===== src/rtl/dm_cache_unit.sv =====
// Direct-mapped, write-back, write-allocate data cache with one-word lines.
// It runs its own miss and flush sequencing and keeps saturating hit/miss counters.
module dm_cache_unit #(
  parameter int LINES = 16,
  parameter int CNT_W = 16
) (
  input  logic             clk,
  input  logic             rst_b,
  input  logic             cpu_req,
  input  logic             cpu_we,
  input  logic             cpu_is_word,
  input  logic [31:0]      cpu_addr,
  input  logic [31:0]      cpu_wdata,
  output logic [31:0]      cpu_rdata,
  output logic             cpu_ready,
  input  logic             flush,
  output logic             flush_done,
  output logic             mem_req,
  output logic             mem_we,
  output logic [31:0]      mem_addr,
  output logic [31:0]      mem_wdata,
  input  logic [31:0]      mem_rdata,
  input  logic             mem_ack,
  output logic [CNT_W-1:0] hit_count,
  output logic [CNT_W-1:0] miss_count
);

  localparam int IDX_W = $clog2(LINES);
  localparam int TAG_W = 30 - IDX_W;
  localparam logic [IDX_W-1:0] LAST_IDX = IDX_W'(LINES - 1);
  localparam logic [CNT_W-1:0] CNT_MAX  = {CNT_W{1'b1}};

  typedef enum logic [2:0] {
    S_IDLE,
    S_COMPARE,
    S_WRITEBACK,
    S_REFILL,
    S_FLUSH_SCAN,
    S_FLUSH_WB,
    S_FLUSH_END
  } state_t;

  state_t           state;
  logic             we_reg;
  logic             word_reg;
  logic             first_reg;
  logic [1:0]       off_reg;
  logic [IDX_W-1:0] idx_reg;
  logic [IDX_W-1:0] scan_reg;
  logic [TAG_W-1:0] tag_reg;
  logic [31:0]      wdata_reg;
  logic [LINES-1:0] valid_reg;
  logic [LINES-1:0] dirty_reg;

  logic [TAG_W-1:0] tag_mem  [LINES];
  logic [31:0]      data_mem [LINES];

  logic [IDX_W-1:0] rd_idx;
  logic [TAG_W-1:0] line_tag;
  logic [31:0]      line_data;
  logic             hit;
  logic [7:0]       lane;
  logic [31:0]      merged;
  logic             arr_we;
  logic [TAG_W-1:0] arr_tag;
  logic [31:0]      arr_data;

  // The flush walk reads the line under the scan pointer; everything else uses the request index.
  assign rd_idx    = (state == S_FLUSH_WB) ? scan_reg : idx_reg;
  assign line_tag  = tag_mem[rd_idx];
  assign line_data = data_mem[rd_idx];
  assign hit       = valid_reg[idx_reg] && (line_tag == tag_reg);

  always_comb begin
    lane = 8'h00;
    unique case (off_reg)
      2'd0: lane = line_data[31:24];
      2'd1: lane = line_data[23:16];
      2'd2: lane = line_data[15:8];
      2'd3: lane = line_data[7:0];
    endcase
  end

  always_comb begin
    merged = line_data;
    if (word_reg) begin
      merged = wdata_reg;
    end else begin
      unique case (off_reg)
        2'd0: merged[31:24] = wdata_reg[7:0];
        2'd1: merged[23:16] = wdata_reg[7:0];
        2'd2: merged[15:8]  = wdata_reg[7:0];
        2'd3: merged[7:0]   = wdata_reg[7:0];
      endcase
    end
  end

  // Line storage is written by a store hit or by a completed refill.
  always_comb begin
    arr_we   = 1'b0;
    arr_tag  = tag_reg;
    arr_data = merged;
    if (state == S_COMPARE && hit && we_reg) begin
      arr_we = 1'b1;
    end else if (state == S_REFILL && mem_req && mem_ack) begin
      arr_we   = 1'b1;
      arr_data = mem_rdata;
    end
  end

  always_ff @(posedge clk) begin
    if (arr_we) begin
      tag_mem[idx_reg]  <= arr_tag;
      data_mem[idx_reg] <= arr_data;
    end
  end

  always_ff @(posedge clk or negedge rst_b) begin
    if (!rst_b) begin
      state      <= S_IDLE;
      we_reg     <= 1'b0;
      word_reg   <= 1'b0;
      first_reg  <= 1'b0;
      off_reg    <= '0;
      idx_reg    <= '0;
      scan_reg   <= '0;
      tag_reg    <= '0;
      wdata_reg  <= '0;
      valid_reg  <= '0;
      dirty_reg  <= '0;
      cpu_rdata  <= '0;
      cpu_ready  <= 1'b0;
      flush_done <= 1'b0;
      mem_req    <= 1'b0;
      mem_we     <= 1'b0;
      mem_addr   <= '0;
      mem_wdata  <= '0;
      hit_count  <= '0;
      miss_count <= '0;
    end else begin
      cpu_ready  <= 1'b0;
      flush_done <= 1'b0;
      unique case (state)
        S_IDLE: begin
          if (flush) begin
            scan_reg <= '0;
            state    <= S_FLUSH_SCAN;
          end else if (cpu_req) begin
            we_reg    <= cpu_we;
            word_reg  <= cpu_is_word;
            off_reg   <= cpu_addr[1:0];
            idx_reg   <= cpu_addr[IDX_W+1:2];
            tag_reg   <= cpu_addr[31:IDX_W+2];
            wdata_reg <= cpu_wdata;
            first_reg <= 1'b1;
            state     <= S_COMPARE;
          end
        end

        S_COMPARE: begin
          // Only the first look at a request is counted; the post-refill hit is not.
          if (first_reg) begin
            first_reg <= 1'b0;
            if (hit) begin
              if (hit_count != CNT_MAX) hit_count <= hit_count + CNT_W'(1);
            end else begin
              if (miss_count != CNT_MAX) miss_count <= miss_count + CNT_W'(1);
            end
          end
          if (hit) begin
            cpu_ready <= 1'b1;
            if (we_reg) begin
              dirty_reg[idx_reg] <= 1'b1;
            end else begin
              cpu_rdata <= word_reg ? line_data : {24'h0, lane};
            end
            state <= S_IDLE;
          end else if (valid_reg[idx_reg] && dirty_reg[idx_reg]) begin
            state <= S_WRITEBACK;
          end else begin
            state <= S_REFILL;
          end
        end

        S_WRITEBACK: begin
          if (!mem_req) begin
            mem_req   <= 1'b1;
            mem_we    <= 1'b1;
            mem_addr  <= {line_tag, idx_reg, 2'b00};
            mem_wdata <= line_data;
          end else if (mem_ack) begin
            mem_req            <= 1'b0;
            dirty_reg[idx_reg] <= 1'b0;
            state              <= S_REFILL;
          end
        end

        S_REFILL: begin
          if (!mem_req) begin
            mem_req  <= 1'b1;
            mem_we   <= 1'b0;
            mem_addr <= {tag_reg, idx_reg, 2'b00};
          end else if (mem_ack) begin
            mem_req            <= 1'b0;
            valid_reg[idx_reg] <= 1'b1;
            dirty_reg[idx_reg] <= 1'b0;
            state              <= S_COMPARE;
          end
        end

        S_FLUSH_SCAN: begin
          if (valid_reg[scan_reg] && dirty_reg[scan_reg]) begin
            state <= S_FLUSH_WB;
          end else if (scan_reg == LAST_IDX) begin
            state <= S_FLUSH_END;
          end else begin
            scan_reg <= scan_reg + 1'b1;
          end
        end

        S_FLUSH_WB: begin
          if (!mem_req) begin
            mem_req   <= 1'b1;
            mem_we    <= 1'b1;
            mem_addr  <= {line_tag, scan_reg, 2'b00};
            mem_wdata <= line_data;
          end else if (mem_ack) begin
            mem_req             <= 1'b0;
            dirty_reg[scan_reg] <= 1'b0;
            if (scan_reg == LAST_IDX) begin
              state <= S_FLUSH_END;
            end else begin
              scan_reg <= scan_reg + 1'b1;
              state    <= S_FLUSH_SCAN;
            end
          end
        end

        S_FLUSH_END: begin
          flush_done <= 1'b1;
          state      <= S_IDLE;
        end

        default: state <= S_IDLE;
      endcase
    end
  end

endmodule


===== config.mk =====
export PLATFORM = sky130hd
export DESIGN_NAME = dm_cache_unit
export DESIGN_NICKNAME = d
export VERILOG_FILES = /design/src/rtl/dm_cache_unit.sv
export SDC_FILE = /design/constraint.sdc
export NUM_CORES = 2
export LEC_CHECK = 0
export ABC_CLOCK_PERIOD_IN_PS = 6600
export CORE_UTILIZATION = 55
export DETAILED_ROUTE_END_ITERATION = 16
export GPL_ROUTABILITY_DRIVEN = 0
export PLACE_DENSITY = 0.76
export SYNTH_ARGS = -nofsm -noshare
export SYNTH_HDL_FRONTEND = slang
export SYNTH_SLANG_ARGS = --single-unit

===== constraint.sdc =====
create_clock -name clk -period 6.6 [get_ports clk]
set_input_delay 1.65 -clock clk [delete_from_list [all_inputs] [get_ports clk]]
set_output_delay 1.65 -clock clk [all_outputs]
set_load 0.005 [all_outputs]

==> run summary <==
Hold Crit Start - mem_addr[27]
Die area - 94500 um^2
Post-DP HPWL - 96900 um
Xor/xnor share of the synthesized area - 0.00785
Post-CTS Setup Inserts - 0
Port Buffer Count - 232
Syn. warnings - 0
Worst r2r dst - data_mem[5][21]
Register area share after synthesis - 0.658
CTS Root Cell - clkbuf_16
Clock sink count - 1164
Synth Area in Compound Gates - 0.0769
Die width - 307 um
Post-CTS sizing - 0
CP max FO - 35
Clk pwr share - 0.205
Area of the mapped netlist - 51300 um^2
Max IR drop VDD - 389 uV
DIE HEIGHT - 307 um
Fraction of layout cells with a size suffix above 1 - 0.131
Worst Setup EP - data_mem[5][21]
Combinational Power Share - 0.445
WL met1 - 56900 um
Drt pass-1 iters - 8
TNS Setup - 0 ns
Max Cap Violations - 0
Hold slack - 0.474 ns
Fmax - 159 MHz
Number of synthesized register bits - 1164
Worst endpoint required time - 6.97 ns
TritonCTS clock tree - yes
Post-route DRC - 0
Worst Path Arrival - 6.66 ns
Post-Synth Adder-Cell Area - 0.00146
Clock-pin slew on the worst setup and hold paths - 0.06 ns
Critical path capture point type - register
Crit Path Category - register to register
Largest registers - data_mem x512, tag_mem x416
Syn-to-layout area delta - 15.8%
GRT overflow - 0
Pint - 18.1 mW
Avg Inst Size Synth - 12.6 um^2
R2R cell count - 14
Main combinational cell family by area after synthesis - simple AND/OR/NAND/NOR gates
Final setup fails - 0
Max reg flops - 512
Area leader, netlist - edfxtp_1
Starting Density - 0.557
Vias in the first global route - 35.9k
Commonest cells post-synth - edfxtp_1 (928), nand2_1 (826), nand3_1 (317)
Share of the synthesized area in the top cell type - 0.543
Area contributors post-synth - edfxtp_1 (54%), dfrtp_1 (12%), nand2_1 (6.0%), mux2i_1 (4.0%), nand3_1 (3.1%)
Clk_skew - 0.0601 ns
First-pass GRT wire length - 230000 um
Sequential Power Share - 0.349
Period utilization - 0.952
Number of flops mapped to enable cells by yosys - 928
Leakage power - 21.3 nW
Inst Count DP - 5442
Vias - 37.0k
GRT Total Usage - 0.331
Count of different cell masters after synthesis - 79
CP startpoint kind - register
# IOs - 235
Power Density - 528 nW/um^2
Rows - 111
Count leader, synth - edfxtp_1
Worst reg2reg setup slack - 0.32 ns
Final core occ - 0.645
Diodes inserted - 0
Largest Register - data_mem
Max-slew headroom - 0.202
CP startpoint - state[2]
Longest Clk Path Bufs - 3
Psw - 13.3 mW
Status - finished, final reports clean
Final Hold Violating Endpoints - 0
Largest net degree at the start of global routing - 163
Sw frac - 0.423
Slew Limit Fails - 0
Post-CTS Hold Buffers - 0
Core area - 92100 um^2
Final ANT Viol Nets - 0
Routed wire length - 157000 um
Final net count - 4424
CTS buffer count - 114
Worst-skew pair later-pin latency - 0.77 ns
Type of the worst min-delay path - register to register
Worst r2r src - state[2]
Max H-tree Level - 3
Cells after Synth - 4077
Met3 routed WL - 19700 um
Least-Margin Pin Slew - 1.20 ns
Top Metal Used - met5
DRT iter0 DRCs - 5656
Met2 WL - 71400 um
Synth Flop Type - edfxtp_1
Initial antenna violation count - 4
Crit path time final - 6.28 ns
Synth async-reset ratio - 0.203
Final non-filler cell total - 5658
Simple-Gate Fraction of Synth Area - 0.132
Mux contribution to synthesized area - 0.0937
RSZ-0062 raised after global routing - false
DR vias/cell - 6.54
WL/cell - 27.7 um
-- power groups by stage --
| stage | Combinational (mW) | Clock (mW) | Sequential (mW) |
|---|---|---|---|
| 2_1_floorplan | 7.84 | 0 | 10.8 |
| 3_3_place_gp | 13.2 | 0 | 11.1 |
| 3_5_place_dp | 13.5 | 0 | 11.1 |
| 4_1_cts | 13.6 | 6.48 | 10.9 |
| 5_1_grt | 14.6 | 6.75 | 11.0 |
| 6_report | 14.0 | 6.44 | 11.0 |
-- routing by layer --
layer  vias to the layer above  GRT usage
li1                      15600          -
met1                     18100      0.434
met2                      2734      0.508
met3                       533     0.0877
met4                         4      0.170
met5                         -          0
-- cell families (layout without fill, tap and decap cells) --
kind of cell | after synthesis | in the layout
flip-flops | 1164 | 1164
AND/OR/NAND/NOR | 1527 | 1527
multiplexers | 390 | 390
adder cells (fa/ha/maj) | 6 | 6
other | 1 | 2
XOR/XNOR | 46 | 46
buffers and inverters | 332 | 669
AO/OA/AOI/OAI | 611 | 611
-- worst min-delay path by stage --
stage	cells past startpoint	slack (ns)	to
global placement	2	0.46	mem_addr[8]
global route	1	0.51	hit_count[9]
finish	2	0.47	mem_addr[27]
floorplan	1	0.46	valid_reg[11]
detailed placement	2	0.47	mem_addr[24]
CTS	2	0.48	mem_addr[27]
-- final cells by class --
class	count	area (um^2)
clock buffers	155	3170
clock inverters	61	568
fillers	6543	32700
inverters	51	191
multi-input cells	2582	16300
flip-flops and latches	1164	33800
well taps	1243	1560
repair buffers	402	3890
-- through the flow --
step	cell area (um^2)	worst slack, ns	total power, mW
after floorplan	51300	0.0380	18.6
after detailed placement	55700	0.639	24.5
after global placement	55700	0.648	24.3
after global routing	59400	0.288	32.4
after CTS	59400	0.619	31.0
final	59400	0.317	31.4
-- cell usage in the layout (no fill, tap or decap), types with 29 or more instances in the layout --
| cell type | n |
|---|---|
| a211oi_1 | 30 |
| a21oi_1 | 139 |
| a311oi_1 | 66 |
| a31oi_1 | 52 |
| and3_1 | 65 |
| buf_4 | 147 |
| clkbuf_16 | 116 |
| clkdlybuf4s50_1 | 231 |
| dfrtp_1 | 231 |
| edfxtp_1 | 928 |
| inv_1 | 48 |
| mux2_2 | 124 |
| mux2i_1 | 203 |
| mux4_2 | 59 |
| nand2_1 | 826 |
| nand2b_1 | 29 |
| nand3_1 | 316 |
| nor2_1 | 114 |
| nor3_1 | 46 |
| o21ai_0 | 157 |
| xnor2_1 | 37 |
-- critical path, stage by stage (launching register included) --
cell and delay (ns):
dfrtp_1 0.69, nand3b_4 0.25, buf_4 0.33, a21boi_4 0.41
buf_4 0.34, nand2_1 0.36, o221ai_1 0.57, xnor2_1 0.22
nor3_1 0.45, nand4_1 0.20, or4_1 0.61, and2_1 0.40
buf_4 0.30, nor2_4 0.14, buf_4 0.60
Note: power is estimated with default switching activity, not from simulation.
